`src/rtl/uart_code_reporter.sv`:
```
// Formats a snapshot of a scanned code as "<PREFIX><digits>\r\n" and streams it byte by byte
// into a uart_tx style transmitter, triggered periodically, on change, manually, or a mix.
module uart_code_reporter #(
    parameter int             CLK_FRE    = 50,
    parameter int             UART_RATE  = 115200,
    parameter int             PERIOD_MS  = 500,
    parameter int             DIGITS     = 13,
    parameter logic [127:0]   PREFIX     = {88'd0, "Code:"},
    parameter int             PREFIX_LEN = 5
) (
    input  logic                  clk,
    input  logic                  rst_n,
    input  logic [1:0]            mode,
    input  logic                  trig,
    input  logic [DIGITS*4-1:0]   scan_data,
    output logic                  send_en,
    output logic [7:0]            send_data,
    input  logic                  send_busy,
    output logic                  frame_busy,
    output logic                  frame_done,
    output logic [15:0]           frame_count
);

    localparam int PERIOD = CLK_FRE * PERIOD_MS * 1000;
    localparam int N      = PREFIX_LEN + DIGITS + 2;
    localparam int IDX_W  = $clog2(N);
    localparam int DW     = DIGITS * 4;
    localparam int SW     = $clog2(DW);
    localparam int CNT_W  = (PERIOD > 1) ? $clog2(PERIOD) : 1;

    if (DIGITS < 1 || DIGITS > 32 || PREFIX_LEN < 0 || PREFIX_LEN > 16 || UART_RATE <= 0) begin : g_param_check
        $error("uart_code_reporter: parameter out of range");
    end

    typedef enum logic [2:0] {
        S_IDLE,
        S_START,
        S_ARM,
        S_WAIT_HI,
        S_WAIT_LO,
        S_NEXT
    } state_t;

    function automatic logic [7:0] hex_ascii(input logic [3:0] v);
        if (v < 4'd10) begin
            hex_ascii = 8'h30 + {4'h0, v};
        end else begin
            hex_ascii = 8'h37 + {4'h0, v};
        end
    endfunction

    function automatic logic [7:0] frame_byte(input logic [IDX_W-1:0] idx, input logic [DW-1:0] snap);
        int         i;
        logic [6:0] pbit;
        logic [SW-1:0] sbit;
        i    = int'(idx);
        pbit = 7'((PREFIX_LEN - 1 - i) * 8);
        sbit = SW'((i - PREFIX_LEN) * 4);
        if (i < PREFIX_LEN) begin
            frame_byte = PREFIX[pbit +: 8];
        end else if (i < PREFIX_LEN + DIGITS) begin
            frame_byte = hex_ascii(snap[sbit +: 4]);
        end else if (i == PREFIX_LEN + DIGITS) begin
            frame_byte = 8'h0D;
        end else begin
            frame_byte = 8'h0A;
        end
    endfunction

    state_t             r_state;
    state_t             w_state_nxt;
    logic [CNT_W-1:0]   r_tick_cnt;
    logic               r_tick;
    logic               r_pending;
    logic [DW-1:0]      r_snap;
    logic [DW-1:0]      r_last;
    logic [IDX_W-1:0]   r_idx;
    logic [1:0]         r_wait_cnt;
    logic [7:0]         r_send_hold;
    logic               r_frame_busy;
    logic               r_frame_done;
    logic [15:0]        r_frame_count;

    logic               w_tick_en;
    logic               w_chg_en;
    logic               w_change;
    logic               w_event;
    logic               w_start;
    logic               w_strobe;
    logic               w_last_byte;
    logic               w_frame_end;
    logic [7:0]         w_byte;

    // Mode decode: which autonomous event sources may request a frame.
    always_comb begin
        w_tick_en = 1'b0;
        w_chg_en  = 1'b0;
        case (mode)
            2'd0:    begin w_tick_en = 1'b1; w_chg_en = 1'b0; end
            2'd1:    begin w_tick_en = 1'b0; w_chg_en = 1'b1; end
            2'd2:    begin w_tick_en = 1'b1; w_chg_en = 1'b1; end
            2'd3:    begin w_tick_en = 1'b0; w_chg_en = 1'b0; end
            default: begin w_tick_en = 1'b0; w_chg_en = 1'b0; end
        endcase
    end

    assign w_change    = (r_state == S_IDLE) && (scan_data != r_last);
    assign w_event     = (w_tick_en & r_tick) | (w_chg_en & w_change) | trig;
    assign w_start     = (r_state == S_IDLE) && (r_pending || w_event);
    assign w_last_byte = (r_idx == IDX_W'(N - 1));
    assign w_frame_end = (r_state == S_NEXT) && w_last_byte;
    assign w_byte      = frame_byte(r_idx, r_snap);

    // Next-state logic; the strobe is gated by reset so an abort issues nothing further.
    always_comb begin
        w_state_nxt = r_state;
        w_strobe    = 1'b0;
        case (r_state)
            S_IDLE: begin
                if (r_pending || w_event) begin
                    w_state_nxt = S_START;
                end else begin
                    w_state_nxt = S_IDLE;
                end
            end
            S_START: begin
                w_state_nxt = S_ARM;
            end
            S_ARM: begin
                if (!send_busy) begin
                    w_strobe    = rst_n;
                    w_state_nxt = S_WAIT_HI;
                end else begin
                    w_state_nxt = S_ARM;
                end
            end
            S_WAIT_HI: begin
                if (send_busy) begin
                    w_state_nxt = S_WAIT_LO;
                end else if (r_wait_cnt == 2'd3) begin
                    w_state_nxt = S_NEXT;
                end else begin
                    w_state_nxt = S_WAIT_HI;
                end
            end
            S_WAIT_LO: begin
                if (!send_busy) begin
                    w_state_nxt = S_NEXT;
                end else begin
                    w_state_nxt = S_WAIT_LO;
                end
            end
            S_NEXT: begin
                if (w_last_byte) begin
                    w_state_nxt = S_IDLE;
                end else begin
                    w_state_nxt = S_ARM;
                end
            end
            default: begin
                w_state_nxt = S_IDLE;
            end
        endcase
    end

    // State register plus free-running period tick and event pending flag.
    always_ff @(posedge clk) begin
        if (!rst_n) begin
            r_state    <= S_IDLE;
            r_tick_cnt <= '0;
            r_tick     <= 1'b0;
            r_pending  <= 1'b0;
        end else begin
            r_state <= w_state_nxt;
            if (r_tick_cnt == CNT_W'(PERIOD - 1)) begin
                r_tick_cnt <= '0;
            end else begin
                r_tick_cnt <= r_tick_cnt + CNT_W'(1);
            end
            r_tick <= (r_tick_cnt == CNT_W'(PERIOD - 1));
            if (w_start) begin
                r_pending <= 1'b0;
            end else if (w_event) begin
                r_pending <= 1'b1;
            end
        end
    end

    // Frame datapath: snapshot, byte index, acceptance timeout and frame status.
    always_ff @(posedge clk) begin
        if (!rst_n) begin
            r_snap        <= '0;
            r_last        <= '0;
            r_idx         <= '0;
            r_wait_cnt    <= 2'd0;
            r_send_hold   <= 8'h00;
            r_frame_busy  <= 1'b0;
            r_frame_done  <= 1'b0;
            r_frame_count <= 16'd0;
        end else begin
            if (r_state == S_START) begin
                r_snap <= scan_data;
                r_last <= scan_data;
                r_idx  <= '0;
            end else if ((r_state == S_NEXT) && !w_last_byte) begin
                r_idx <= r_idx + IDX_W'(1);
            end
            if (r_state == S_WAIT_HI) begin
                r_wait_cnt <= r_wait_cnt + 2'd1;
            end else begin
                r_wait_cnt <= 2'd0;
            end
            if (w_strobe) begin
                r_send_hold <= w_byte;
            end
            if (w_start) begin
                r_frame_busy <= 1'b1;
            end else if (w_frame_end) begin
                r_frame_busy <= 1'b0;
            end
            r_frame_done <= w_frame_end;
            if (w_frame_end) begin
                r_frame_count <= r_frame_count + 16'd1;
            end
        end
    end

    assign send_en     = w_strobe;
    assign send_data   = w_strobe ? w_byte : r_send_hold;
    assign frame_busy  = r_frame_busy;
    assign frame_done  = r_frame_done;
    assign frame_count = r_frame_count;

endmodule

```
`config.mk`:
```
export PLATFORM = sky130hd
export DESIGN_NAME = uart_code_reporter
export DESIGN_NICKNAME = d
export VERILOG_FILES = /design/src/rtl/uart_code_reporter.sv
export SDC_FILE = /design/constraint.sdc
export NUM_CORES = 1
export LEC_CHECK = 0
export BUFFER_PORTS_ARGS = -buffer_cell sky130_fd_sc_hd__buf_2
export CAP_MARGIN = 20
export CORE_MARGIN = 2
export CORE_UTILIZATION = 39
export DETAILED_ROUTE_END_ITERATION = 8
export PLACE_DENSITY = 0.62
export SYNTH_ARGS = -nofsm -noshare
export SYNTH_HDL_FRONTEND = slang
export SYNTH_SLANG_ARGS = --single-unit
```
`constraint.sdc`:
```
create_clock -name clk -period 4.3 [get_ports clk]
set_input_delay 0.43 -clock clk [delete_from_list [all_inputs] [get_ports clk]]
set_output_delay 0.43 -clock clk [all_outputs]
set_load 0.05 [all_outputs]
```
==> results of run 1 <==
==> layout make-up <==
type | instances | area [sq um]
clock buffers | 23 | 468
multi-input cells | 542 | 3370
flip-flops and latches | 115 | 2300
clock inverters | 9 | 105
well taps | 184 | 230
fillers | 1401 | 7600
inverters | 15 | 56.3
repair buffers | 89 | 458
==> worst paths after layout <==
| kind | startpoint | endpoint | slack, ns |
|---|---|---|---|
| setup reg to reg | r_idx[1] | r_send_hold[1] | 1.26 |
| setup / recovery | r_idx[1] | send_data[1] | 0.31 |
| hold / removal | scan_data[38] | r_last[38] | 0.27 |
| hold reg to reg | r_wait_cnt[0] | r_wait_cnt[0] | 0.44 |
==> worst register-to-register path: stages, from the launching register on <==
cell	delay, ns
dfxtp_1	0.46
inv_1	0.10
ha_1	0.24
ha_4	0.37
inv_1	0.15
or3_1	0.36
a41oi_1	0.27
nor2_1	0.15
inv_1	0.08
ha_1	0.23
a311oi_2	0.20
nor2_1	0.08
a311oi_1	0.24
==> cell families (layout without fill, tap and decap cells) <==
kind of cell / count (synthesis) / after routing / share of synthesized area, %
buffers and inverters: 48 / 136 / 3.28
AOI/OAI and AO/OA: 118 / 118 / 11.9
adders and majority gates: 11 / 11 / 2.35
DFF: 115 / 115 / 39.4
xor gates and xnor gates: 88 / 88 / 13.3
and+or+nand+nor: 307 / 307 / 24.3
muxes: 18 / 18 / 5.52
==> metal layers <==
layer | part of all wire (%) | track usage (%) | vias up | routed length [um]
li1 | - | - | 2583 | -
met1 | 50 | 25.8 | 2263 | 7140
met2 | 43 | 27.2 | 105 | 6200
met3 | 4.6 | 5.57 | 20 | 660
met4 | 2.3 | 7.43 | 0 | 337
met5 | 0 | 0 | - | 0
==> cell usage in the layout, fill, tap and decap left out, types with 3 or more instances in the layout <==
cell / instances
clkinv_2: 4
xor2_1: 25
nor4_1: 3
a21oi_1: 69
inv_1: 11
nand2_1: 136
clkbuf_16: 17
o21ai_0: 15
nand2b_1: 4
buf_2: 84
and3_1: 11
or2_2: 3
nand3_1: 22
a211o_1: 3
nand3b_1: 3
clkbuf_1: 4
nand4_1: 23
mux4_2: 10
nor3_1: 9
and2_1: 8
inv_2: 4
nor2_1: 62
a211oi_1: 3
and4_1: 4
or3_1: 9
o211ai_1: 5
xnor2_1: 62
mux2i_1: 6
buf_4: 5
dfxtp_1: 115
ha_1: 10
==> what timing repair did <==
action                                  CTS  global route
endpoints found under the setup margin    0             5
hold endpoints to repair                  0             0
gates resized for setup                   0             2
==> stage by stage <==
step	setup slack, ns	utilization (%)
after CTS	0.0265	47.8
final	0.311	47.9
after detailed placement	0.481	43.9
after floorplan	0.223	-
after global placement	0.530	43.9
after global routing	0.00176	47.9
==> flip-flops by register name, indices dropped and copies added (netlist names) <==
name,cells
r_last,52
r_tick_cnt,25
frame_count,16
r_send_hold,8
r_idx,5
r_state,3
r_wait_cnt,2
frame_busy,1
frame_done,1
r_pending,1
r_tick,1
==> report_power, final <==
part | switching [uW] | internal (uW)
Clock | 481 | 879
Combinational | 257 | 169
Sequential | 75.2 | 1140
Total | 814 | 2190
==> metrics.md, run 1 <==
| Metric | Value |
|---|---|
| Nets | 849 |
| TritonRoute pass-1 iters | 4 |
| Final ANT Viol Nets | 0 |
| Critical Path, Cell by Cell | inv_1, ha_1, ha_4, inv_1, or3_1, a41oi_1, nor2_1, inv_1, ha_1, a311oi_2, nor2_1, a31oi_1, buf_2 |
| Num CTS Buffers | 17 |
| Full die area | 16,000 sq um |
| Worst Path Required | 3.87 ns |
| Library cells used by synthesis | 58 |
| Final clock skew | 0.00549 ns |
| Cell Area, Synth | 5840 sq um |
| CP delay by family, top | adder cells |
| Max clock buf depth | 2 |
| Worst hold slack | 0.268 ns |
| Syn Nets | 774 |
| Area share of the largest cell type after synthesis | 39.4% |
| Number of synthesized flops with an enable pin | 0 |
| Synth Flop Type | dfxtp_1 |
| Pin slew with the least headroom to its limit | 1.08 ns |
| Top Ports | 85 |
| Gr ovfl total | 0 |
| Synthesized flop and latch total | 115 |
| DRT iter0 DRCs | 328 |
| CTS hold repair buffers | 0 |
| Crit. End Element | primary output |
| Die W | 126 um |
| Placer Congestion | 0.835 |
| PortBufs | 84 |
| Yosys warns | 0 |
| Area after DPL | 6400 sq um |
| Max-slew violation count | 0 |
| CP Launch Type | register |
| Routed len/inst | 14.7 um |
| Leak | 0.00263 uW |
| Largest cells by area after synthesis | dfxtp_1 39%, xnor2_1 9.3%, nand2_1 8.7% |
| Clk root buf | clkbuf_16 |
| Outcome | completed |
| # clock sinks | 115 |
| Later-pin clock latency in the skew report | 0.42 ns |
| DRC | 0 |
| Share of cells above drive strength 1 | 17.8% |
| Site Rows | 44 |
| Worst slew margin | 28.0% |
| Syn_area_per_cell | 8.29 sq um |
| Maxcap violations | 0 |
| Final instance area | 6990 sq um |
| CTS clk-pin slew, worst paths | 0.06 ns |
| N_diodes | 0 |
| Post-CTS setup buffer count | 0 |
| RSZ-0062 raised after global routing | no |
| Power Total | 3000 uW |
| Dpl hpwl | 10,300 um |
| Largest net degree at the start of global routing | 54 |
| Initial antenna violation count | 0 |
| Hold path cells | 3 |
| Via Count | 4,971 |
| Most frequent cell after synthesis | nand2_1 |
| Min Tclk post-route | 3.99 ns |
| Sequential-to-total area share from yosys stat | 39.4% |
| GRT Total Usage | 18.6% |
| Cell Pwr Density | 429 nW/um^2 |
| Crit path largest cell delay | 0.46 ns |
| WL final | 14,300 um |
| Fmax | 251 MHz |
| Instance count on the critical path | 13 |
| Hold Fails Final Rpt | 0 |
| Leading area contributor after synthesis | dfxtp_1 |
| Synthesis-to-layout area growth | 19.6% |
| Non-filler cells, final | 977 |
| Cells after Synth | 705 |
| Wire length of the first global-routing pass | 23,600 um |
| H-tree depth | 4 |
| Peak VDD IR | 0.277 mV |
| Core ar. | 14,600 sq um |
| Most frequent CP cell | inv_1 |
| Final TNS setup | 0 ns |
| DIE HEIGHT | 126 um |
| Final setup violation count | 0 |
| Commonest cells in the netlist | 136 x nand2_1, 115 x dfxtp_1, 69 x a21oi_1 |
| Placed cell count | 945 |
| Critical path class | register to primary output |
| Worst path buffer plus inverter count | 4 |
| Synth async-reset ratio | 0% |
| R2R cell count | 12 |
| CTS tree | done |
| Initial Util | 40.1% |
| WP data arrival | 3.56 ns |
| Vias in the first global route | 4,701 |
| Hold crit path type | input port to register |
| Slowest-stage cell, CP | dfxtp_1 |
| Final cycle utilization of the critical path | 92.8% |
| Critical-path maximum fanout | 14 |
| Via/cell ratio | 5.09 |
Note: power is estimated with default switching activity, not from simulation.
==> inputs of run 2 (changes only) <==
--- a/config.mk
+++ b/config.mk
@@ -11,6 +11,7 @@
 export CORE_UTILIZATION = 39
 export DETAILED_ROUTE_END_ITERATION = 8
 export PLACE_DENSITY = 0.62
+export REMOVE_ABC_BUFFERS = 1
 export SYNTH_ARGS = -nofsm -noshare
 export SYNTH_HDL_FRONTEND = slang
 export SYNTH_SLANG_ARGS = --single-unit
==> run 2 against run 1 <==
  * Final area barely moved
  * Via count down 0.28%
  * Highest routed layer unchanged
  * Sequential share of layout area about the same
  * Combinational power down 2%
  * Global-route usage down 0.72 points
  * Core utilization hardly changed
  * Power up 0.79%
  * Die area unchanged
==> metrics.md, run 2 (same netlist as run 1, synthesis figures left out) <==
| Metric | Value |
|---|---|
| Commonest cells after routing, fill and taps aside | 136 x nand2_1, 114 x dfxtp_1, 84 x buf_2 |
| Final WS setup | 0.254 ns (-0.0569 ns) |
| # clock sinks | 115 (unchanged) |
| Worst Path Required | 3.87 ns (about the same) |
| CP delay by family, top | buffers and inverters |
| Critical path class | register to primary output |
| DRC | 0 (unchanged) |
| Wire length of the first global-routing pass | 22,800 um (-3.4%) |
| R2r setup slk | 1.24 ns (-0.02 ns) |
| Num CTS Buffers | 17 (unchanged) |
| Min Tclk post-route | 4.05 ns (+0.0569 ns) |
| Area of the multi-input gates | 3360 sq um (-0.37%) |
| WP data arrival | 3.62 ns (+0.06 ns) |
| Routed len/inst | 14.4 um (-1.8%) |
| Placer Congestion | 0.846 (+1.3%) |
| Synthesis-to-layout area growth | 19.6% (about the same) |
| Hold Startpoint | scan_data[35] |
| CP Launch Type | register |
| Hold path cells | 3 (unchanged) |
| N_diodes | 0 (unchanged) |
| Gate power share | 13.8% (-0.4 points) |
| Dpl hpwl | 9970 um (-3.5%) |
| Gr ovfl total | 0 (unchanged) |
| Pin slew with the least headroom to its limit | 1.05 ns (-0.0277 ns) |
| Nets | 849 (unchanged) |
| DRT iter0 DRCs | 462 (+41%) |
| Max-slew violation count | 0 (unchanged) |
| FF+latch area | 2300 sq um (about the same) |
| Hold crit path type | input port to register |
| Site Rows | 44 (unchanged) |
| Outcome | completed |
| Final cycle utilization of the critical path | 94.1% (+1.3 points) |
| CTS clk-pin slew, worst paths | 0.05 ns (about the same) |
| Worst path buffer plus inverter count | 5 (+1) |
| Full die area | 16,000 sq um (unchanged) |
| Worst slew margin | 29.8% (+1.8 points) |
| Via/cell ratio | 5.08 (-0.18%) |
| Final ANT Viol Nets | 0 (unchanged) |
| Critical Path, Cell by Cell | inv_1, ha_1, ha_1, buf_4, inv_1, or3_1, a41oi_1, nor2_1, inv_1, ha_1, a311oi_2, nor2_1, a31oi_1, buf_2 |
| CTS tree | done |
| Crit. End Element | primary output |
| Maxcap violations | 0 (unchanged) |
| Sw frac | 26.2% (-0.90 points) |
| Clock network fraction of total power | 46.0% (+0.6 points) |
| Reg-to-reg startpoint | r_idx[1] |
| Worst hold slack | 0.264 ns (-0.00389 ns) |
| Slowest-stage cell, CP | dfxtp_2 |
| Most common cell after layout, fill and taps aside | nand2_1 |
| GRT Total Usage | 17.9% (-0.72 points) |
| Cell Pwr Density | 433 nW/um^2 (+0.81%) |
| Largest Register | r_last |
| Largest register FFs | 52 (unchanged) |
| Pre-CTS WS | 0.630 ns (+0.149 ns) |
| CTS hold repair buffers | 0 (unchanged) |
| Share of cells above drive strength 1 | 17.6% (-0.23 points) |
| R2R Path End | r_send_hold[1] |
| Largest net degree at the start of global routing | 54 (unchanged) |
| PortBufs | 84 (unchanged) |
| Top Ports | 85 (unchanged) |
| Switching pwr | 793 uW (-2.5%) |
| P_int | 2230 uW (+2.0%) |
| Initial antenna violation count | 0 (unchanged) |
| Fmax | 247 MHz (-1.4%) |
| Seq pwr share | 40.2% (-0.2 points) |
| Max clock buf depth | 2 (unchanged) |
| Crit path largest cell delay | 0.40 ns (-0.06 ns) |
| Critical-path maximum fanout | 14 (unchanged) |
| Final setup violation count | 0 (unchanged) |
| WL final | 14,100 um (-1.9%) |
| Fillers | 1,392 (-0.64%) |
| DIE HEIGHT | 126 um (unchanged) |
| Vias in the first global route | 4,557 (-3.1%) |
| Final clock skew | 0.00760 ns (+0.00211 ns) |
| Peak VDD IR | 0.325 mV (+18%) |
| TritonRoute pass-1 iters | 4 (unchanged) |
| Die W | 126 um (unchanged) |
| Later-pin clock latency in the skew report | 0.42 ns (about the same) |
| Hold Path Sink | r_last[35] |
| Core ar. | 14,600 sq um (unchanged) |
| Via Count | 4,957 (-0.28%) |
| R2R cell count | 13 (+1) |
| Initial Util | 40.1% (unchanged) |
| RSZ-0062 raised after global routing | no |
| Leak | 0.00264 uW (+0.24%) |
| Hold Fails Final Rpt | 0 (unchanged) |
| Clk root buf | clkbuf_16 |
| H-tree depth | 4 (unchanged) |
## run 2: final cells by class
type	instances	share of cell area (%)
multi-input combinational	542	48.0
sequential	115	33.0
clock buffer	27	7.34
timing repair buffer	89	6.55
tap	184	3.29
clock inverter	4	1.00
inverter	15	0.806
## run 2: metal layers
metal  vias up  track usage [%]  part of all wire, %
li1       2575                -                    -
met1      2277             25.1                   50
met2        91             26.3                   43
met3        14             5.95                  5.9
met4         0             5.24                  1.1
met5         -                0                    0
## run 2: worst max-delay path by stage
stage	slack (ns)	start	cells past startpoint	to
6_report	0.25	r_idx[1]	14	send_data[1]
2_1_floorplan	-0.13	r_idx[0]	12	send_data[1]
4_1_cts	0.16	r_idx[1]	14	send_data[1]
3_5_place_dp	0.63	r_idx[1]	14	send_data[1]
3_3_place_gp	0.69	r_idx[1]	14	send_data[1]
5_1_grt	0.04	r_idx[1]	15	send_data[2]
## run 2: per-stage QoR
step	util [%]	total power [uW]	TNS (ns)	cell area, sq um	cells
after detailed placement	43.9	1650	0	6400	945
after global placement	43.9	1650	0	6400	945
after global routing	47.9	3160	0	6990	976
final	47.9	3020	0	6990	976
after CTS	47.9	3050	0	6990	976
after floorplan	-	1510	-0.134	5710	672
## run 2: repair_timing
item	in CTS	in global routing
gates resized for setup	0	1
setup endpoints to repair	0	2
setup buffers	0	0
## run 2: power groups by stage
stage	logic [uW]	registers, uW	clock network [uW]
CTS	421	1210	1420
global placement	415	1240	0
floorplan	292	1220	0
finish	417	1220	1390
global route	464	1220	1480
detailed placement	419	1230	0
## run 2: tightest hold or removal path: cells and delay by family
| kind | cells | cell delay (ns) |
|---|---|---|
| buf+inv | 1 | 0.11 |
| simple gates | 1 | 0.05 |
| compound gates | 1 | 0.05 |
